**src/rtl/instruction_fetch_sequencer.sv**
```systemverilog
// Instruction fetch sequencer: 64x16 instruction memory, a fetch/hold/advance
// handshake toward a downstream consumer, and PC-update strobes for an
// external program counter.
module instruction_fetch_sequencer (
  input  logic        clk,
  input  logic        rst,
  input  logic        run,
  input  logic [5:0]  instruction_addr,
  input  logic        load_en,
  input  logic [5:0]  load_addr,
  input  logic [15:0] load_data,
  input  logic        out_ready,
  output logic [15:0] instr_out,
  output logic        instr_valid,
  output logic        PC_enable,
  output logic        jump,
  output logic [7:0]  jump_label,
  output logic [7:0]  pc_increment,
  output logic        halted,
  output logic [7:0]  fetch_count
);

  typedef enum logic [2:0] {
    IDLE,
    FETCH,
    HOLD,
    ADVANCE,
    HALTED
  } state_t;

  localparam logic [3:0] OP_JMP  = 4'hA;
  localparam logic [3:0] OP_SKIP = 4'hB;
  localparam logic [3:0] OP_HALT = 4'hF;

  state_t      state, state_next;
  logic [15:0] mem [64];
  logic [3:0]  opcode;
  logic        load_ok;

  assign opcode  = instr_out[15:12];
  assign load_ok = (state == IDLE) || (state == HALTED);

  // Instruction memory write port; contents survive reset.
  always_ff @(posedge clk) begin
    if (load_en && load_ok) begin
      mem[load_addr] <= load_data;
    end
  end

  // State register.
  always_ff @(posedge clk or posedge rst) begin
    if (rst) begin
      state <= IDLE;
    end else begin
      state <= state_next;
    end
  end

  // Fetched instruction register and saturating retire counter.
  always_ff @(posedge clk or posedge rst) begin
    if (rst) begin
      instr_out   <= '0;
      fetch_count <= '0;
    end else begin
      if (state == FETCH) begin
        instr_out <= mem[instruction_addr];
      end
      if ((state == HOLD) && out_ready && (fetch_count != 8'hFF)) begin
        fetch_count <= fetch_count + 8'd1;
      end
    end
  end

  // Next-state logic and state-decoded outputs. Outputs are pure decodes of
  // the reset-cleared state, so reset drops them asynchronously.
  always_comb begin
    state_next   = state;
    instr_valid  = 1'b0;
    PC_enable    = 1'b0;
    jump         = 1'b0;
    jump_label   = '0;
    pc_increment = '0;
    halted       = 1'b0;
    case (state)
      IDLE: begin
        if (run && !load_en) state_next = FETCH;
      end
      FETCH: begin
        state_next = HOLD;
      end
      HOLD: begin
        instr_valid = 1'b1;
        if (out_ready) state_next = (opcode == OP_HALT) ? HALTED : ADVANCE;
      end
      ADVANCE: begin
        PC_enable = 1'b1;
        if (opcode == OP_JMP) begin
          jump       = 1'b1;
          jump_label = {2'b00, instr_out[5:0]};
        end else if (opcode == OP_SKIP) begin
          pc_increment = {2'b00, instr_out[5:0]};
        end
        state_next = run ? FETCH : IDLE;
      end
      HALTED: begin
        halted = 1'b1;
        if (!run) state_next = IDLE;
      end
      default: state_next = IDLE;
    endcase
  end

endmodule
```
**config.mk**
```make
export PLATFORM = sky130hd
export DESIGN_NAME = instruction_fetch_sequencer
export DESIGN_NICKNAME = d
export VERILOG_FILES = /design/src/rtl/instruction_fetch_sequencer.sv
export SDC_FILE = /design/constraint.sdc
export NUM_CORES = 1
export LEC_CHECK = 0
export ABC_AREA = 1
export CORE_ASPECT_RATIO = 0.6
export CORE_MARGIN = 1.5
export CORE_UTILIZATION = 45
export DETAILED_ROUTE_END_ITERATION = 10
export PLACE_DENSITY = 0.71
export SETUP_SLACK_MARGIN = 0.1
export SYNTH_ARGS = -nofsm -noshare
export SYNTH_HDL_FRONTEND = slang
export SYNTH_SLANG_ARGS = --single-unit
```
**constraint.sdc**
```tcl
create_clock -name clk -period 3 [get_ports clk]
set_input_delay 0.6 -clock clk [delete_from_list [all_inputs] [get_ports clk]]
set_output_delay 0.6 -clock clk [all_outputs]
set_load 0.1 [all_outputs]
```
Yosys cells after proc, flatten, opt, wreduce, memory -nomap -nowiden. Memory sizes are Yosys's and may differ from the RTL's. A register that Yosys moved wholly into a read port is not among the register bits. Index checks and enable logic that the tools add are counted.

Add/sub/neg operators: 1. Multipliers: 0. Divide/modulo/power cells: 0. Order comparisons: 0. Equal/unequal tests: 11. Shift operators: 0. Multiplexer cells: 18. Bitwise operators: 0. Reductions and logical operators: 8.

Operators with widths (count): $mux W6 (5); $pmux W3 S5 (1); $eq A4 B4 Y1 const B (3); $mux W3 (4); $add A8 B1 Y8 const B (1); $mux W1 (8); $ne A8 B8 Y1 const B (1); $eq A3 B2 Y1 const B (2); $logic_and A1 B1 Y1 (4); $ne A2 B2 Y1 const B (2); $eq A3 B1 Y1 const B (1); $eq A3 B3 Y1 const B (1); $logic_not A3 Y1 (1); $reduce_and A3 Y1 (1); $ne A2 B1 Y1 const B (1); $logic_not A1 Y1 (1); $logic_or A1 B1 Y1 (1).

Flip-flop bits (word level): 11. Latch bits: 0. Memory bits (writable): 1024. ROM bits: 0. Bits of input ports: 33. Output and inout port bits: 44. Word-level logic and storage cells: 41. Memories: 1.

Memories: mem (words 64, width 16, rd ports 1, clocked after Yosys merged registers in 1, write ports 1, line 36) `logic [15:0] mem [64];`.

Depth between registers and ports, before layout.
Word-level depth: 5. Mapped depth: 14. Gate-level depth less buffers: 11.

Least setup slack after synthesis. OpenSTA, ideal clock, no wires.

Kind: register to output. Start point: reg instr_out[15], read port of mem. End point: out pc_increment[0]. Arrival time: 3.458 ns. Required time: 2.400 ns. Path slack: -1.058 ns. Cell stages (with the launch flop): 5. Path through: dfrtp_1 -> inv_1 -> nor2_1 -> nand3_1 -> nor3_1.

Cells in the longest elaborated chain, start to end: 4.

RTL lines: start: declaration (line 13) `output logic [15:0] instr_out,`; $eq A4 B4 Y1 (line 100) `end else if (opcode == OP_SKIP) begin`; $mux W6 (line 100); $mux W6 (*) (line 97) `if (opcode == OP_JMP) begin`; $mux W6 (*) (line 84) `case (state)`; end: declaration (line 18) `output logic [7:0] pc_increment,`.

Mark *: on every way between the ends. The rest lies on a longest branch, timed or not.

Worst setup path in the final report.
Start point: reg instr_out[14], read port of mem. End point: out pc_increment[3].

The elaborated chain is that of the path after synthesis.

==> impl_metrics.json <==
{
  "status": "finished clean",
  "drtPass1Iterations": 6,
  "grt_pass1_wl_um": 169000,
  "core_um2": 94200,
  "tns_ns": 0,
  "synth_cell_types": 27,
  "io_buffer_count": 72,
  "hpwl_um": 68200,
  "postCtsHoldBufs": 0,
  "rsz0062_at_grt": "false",
  "cp_slowest_cell": "dfrtp_1",
  "cp-end-kind": "output pin",
  "syn_inst": 3599,
  "clock_sink_count": 1051,
  "drv_cap": 0,
  "ctsHtreeMaxLevel": 3,
  "ys_seq_area_share_pct": 73.3,
  "hold_path_class": "input pin to async pin",
  "grt-ovfl-total": 0,
  "antenna_found_initial": 4,
  "die_w_um": 401,
  "p_leak_nw": 17.4,
  "path_clk_slew_ns": 0.07,
  "fin_crit_sh_pct": 90.7,
  "worst_ep_required_time_ns": 2.40,
  "drive_gt1_share_pct": 9.99,
  "numCtsBuffers": 88,
  "drv_slew": 0,
  "worst-setup-path-type": "register to output pin",
  "worst_skew_pair.late_latency_ns": 0.65,
  "max-vdd-ir-drop_uv": 529,
  "p_per_area_nw_per_um2": 665,
  "start_kind": "register",
  "yosys-top-cells-area": "edfxtp_1 (72%), nand3_1 (11%), nand2_1 (11%)",
  "gr-usage-all-layers_pct": 23.3,
  "die_area_um2": 97200,
  "first_global_vias": 25600,
  "cts_tree": "done",
  "cp.arrival_ns": 2.12,
  "hold_viol_final": 0,
  "synthesis.area_um2": 42900,
  "n_fill_cell": 7877,
  "die_h_um": 242,
  "cts_buffer_depth": 3,
  "wl_per_cell_um": 22.9,
  "yosys.area.top_type": "edfxtp_1",
  "ff_latch_area_um2": 31400,
  "ioPinCount": 77,
  "route.final.wire_length_um": 114000,
  "start_util_pct": 45.5,
  "synth.ff_latch_count": 1051,
  "yosysWarningCount": 0,
  "grt_max_degree": 130,
  "via_per_inst": 5.65,
  "worst_slew_pin_slew_ns": 0.950,
  "worstPathCellList": "nor2_1 > nand3_2 > nor3_4 > buf_4",
  "fmax_mhz": 368,
  "finClkSkew_ns": 0.0232,
  "synth_top_area_share_pct": 71.7,
  "gp_congestion": 1.03,
  "slowest_delay_ns": 0.45,
  "holdWs_ns": 0.328,
  "fin_nets": 3726,
  "cp_max_fo": 6,
  "multi_input_area_um2": 10000,
  "antenna_violating_nets_post_route": 0,
  "std_cell_rows": 87,
  "maxSlewHeadroom_pct": 36.7,
  "vias": 28300,
  "syn2layout_area_growth_pct": 12.7,
  "drc": 0,
  "dr.first_iter.drc_count": 4058,
  "fin_crit_ns": 2.72,
  "setup_viol": 0,
  "syn_area_per_cell_um2": 11.9,
  "cts_root_buf": "clkbuf_16"
}
-- flip-flops by register name, summed over array words and instances, names as in the netlist --
name and flops:
fetch_count 8, mem 1024, instr_out 16, state 3
-- critical path: cells and delay by family, from the launching register on --
kind,cells,cell delay (ns)
flip-flops,1,0.45
AND/OR/NAND/NOR,3,0.69
buffers and inverters,1,0.32
-- metal layers --
metal	wire (µm)	up-vias	GRT usage, %
met5	0	-	0
met4	2340	0	5.48
met3	17200	135	7.71
met2	46100	1711	30.6
met1	48900	13600	36.8
li1	-	12900	-
-- stage by stage --
| step | std cells | total power [W] | util, % | worst slack, ns | area (µm²) |
|---|---|---|---|---|---|
| floorplan | 3602 | 0.0193 | - | 0.111 | 43000 |
| global placement | 4847 | 0.0206 | 48.2 | 0.255 | 45400 |
| detailed placement | 4847 | 0.0206 | 48.2 | 0.184 | 45400 |
| CTS | 5007 | 0.0321 | 51.3 | 0.178 | 48300 |
| global route | 5010 | 0.0330 | 51.3 | 0.202 | 48300 |
| finish | 5010 | 0.0321 | 51.3 | 0.279 | 48300 |
-- final timing paths --
kind | startpoint | endpoint | slack, ns | cells after the start
worst min register to register | instr_out[6]$_DFFE_PP0N_ | instr_out[6]$_DFFE_PP0N_ | 0.49 | 2
worst max register to register | state[0]$_DFFE_PP0P_ | mem[26][8]$_DFFE_PP_ | 0.56 | 7
min in group clk | load_data[12] | mem[26][12]$_DFFE_PP_ | 0.37 | 1
worst max-delay path | instr_out[14]$_DFFE_PP0N_ | pc_increment[3] | 0.28 | 4
max in group asynchronous | rst | instr_out[12]$_DFFE_PP0N_ | 2.36 | 3
worst min-delay path | rst | instr_out[1]$_DFFE_PP0N_ | 0.33 | 3
-- synthesized netlist by cell type, drive strengths merged --
| cell type | number |
|---|---|
| nand2 | 1228 |
| edfxtp | 1024 |
| nand3 | 945 |
| buf | 207 |
| nor2 | 81 |
| inv | 35 |
| dfrtp | 27 |
| clkbuf | 20 |
| nor3 | 10 |
| nand4 | 8 |
| xor2 | 4 |
| o21ai | 2 |
| xnor2 | 2 |
| a211o | 1 |
| a21oi | 1 |
| conb | 1 |
| ha | 1 |
| mux2 | 1 |
| nor4 | 1 |
-- timing repair --
item                       in CTS  in global routing
gates resized for setup         1                  0
hold endpoints to repair        0                  0
setup endpoints to repair       3                  7
pin swaps                       0                  1
buffers inserted                0                  1
-- area by class of cell --
class	instances	share of cell area [%]
Sequential cell	1051	65.1
Multi-Input combinational cell	2289	20.7
Clock buffer	105	4.93
Timing Repair Buffer	227	4.67
Tap cell	1246	3.23
Clock inverter	55	1.04
Inverter	35	0.342
Antenna cell	2	0.0104
-- cell usage in the layout, fill, tap and decap left out, types with 10 or more instances in the layout --
cell type	instances
edfxtp_1	1024
clkbuf_1	10
buf_4	152
clkdlybuf4s50_1	12
inv_1	28
nand2_1	1227
nor2_1	74
nand3_1	943
dfrtp_1	24
clkbuf_16	92
buf_2	17
buf_12	44
clkinv_2	21
clkinv_1	18
-- power breakdown --
part / total [W] / leakage, nW / internal (W) / switching, W
combinational: 0.00388 / 6.45 / 0.000838 / 0.00305
sequential: 0.0165 / 9.54 / 0.0163 / 0.000200
clock: 0.0117 / 1.42 / 0.00645 / 0.00524
-- kinds of logic (layout without fill, tap and decap cells) --
logic type | Yosys count | in the layout | synth area share, %
multiplexers | 1 | 1 | 0.0263
AO/OA/AOI/OAI | 4 | 4 | 0.0554
XOR/XNOR | 6 | 6 | 0.123
adder cells (fa/ha/maj) | 1 | 1 | 0.0292
other | 1 | 6 | 0.00875
AND/OR/NAND/NOR | 2273 | 2273 | 22.8
buffers and inverters | 262 | 422 | 3.66
flip-flops | 1051 | 1051 | 73.3
Note: power is estimated with default switching activity, not from simulation.
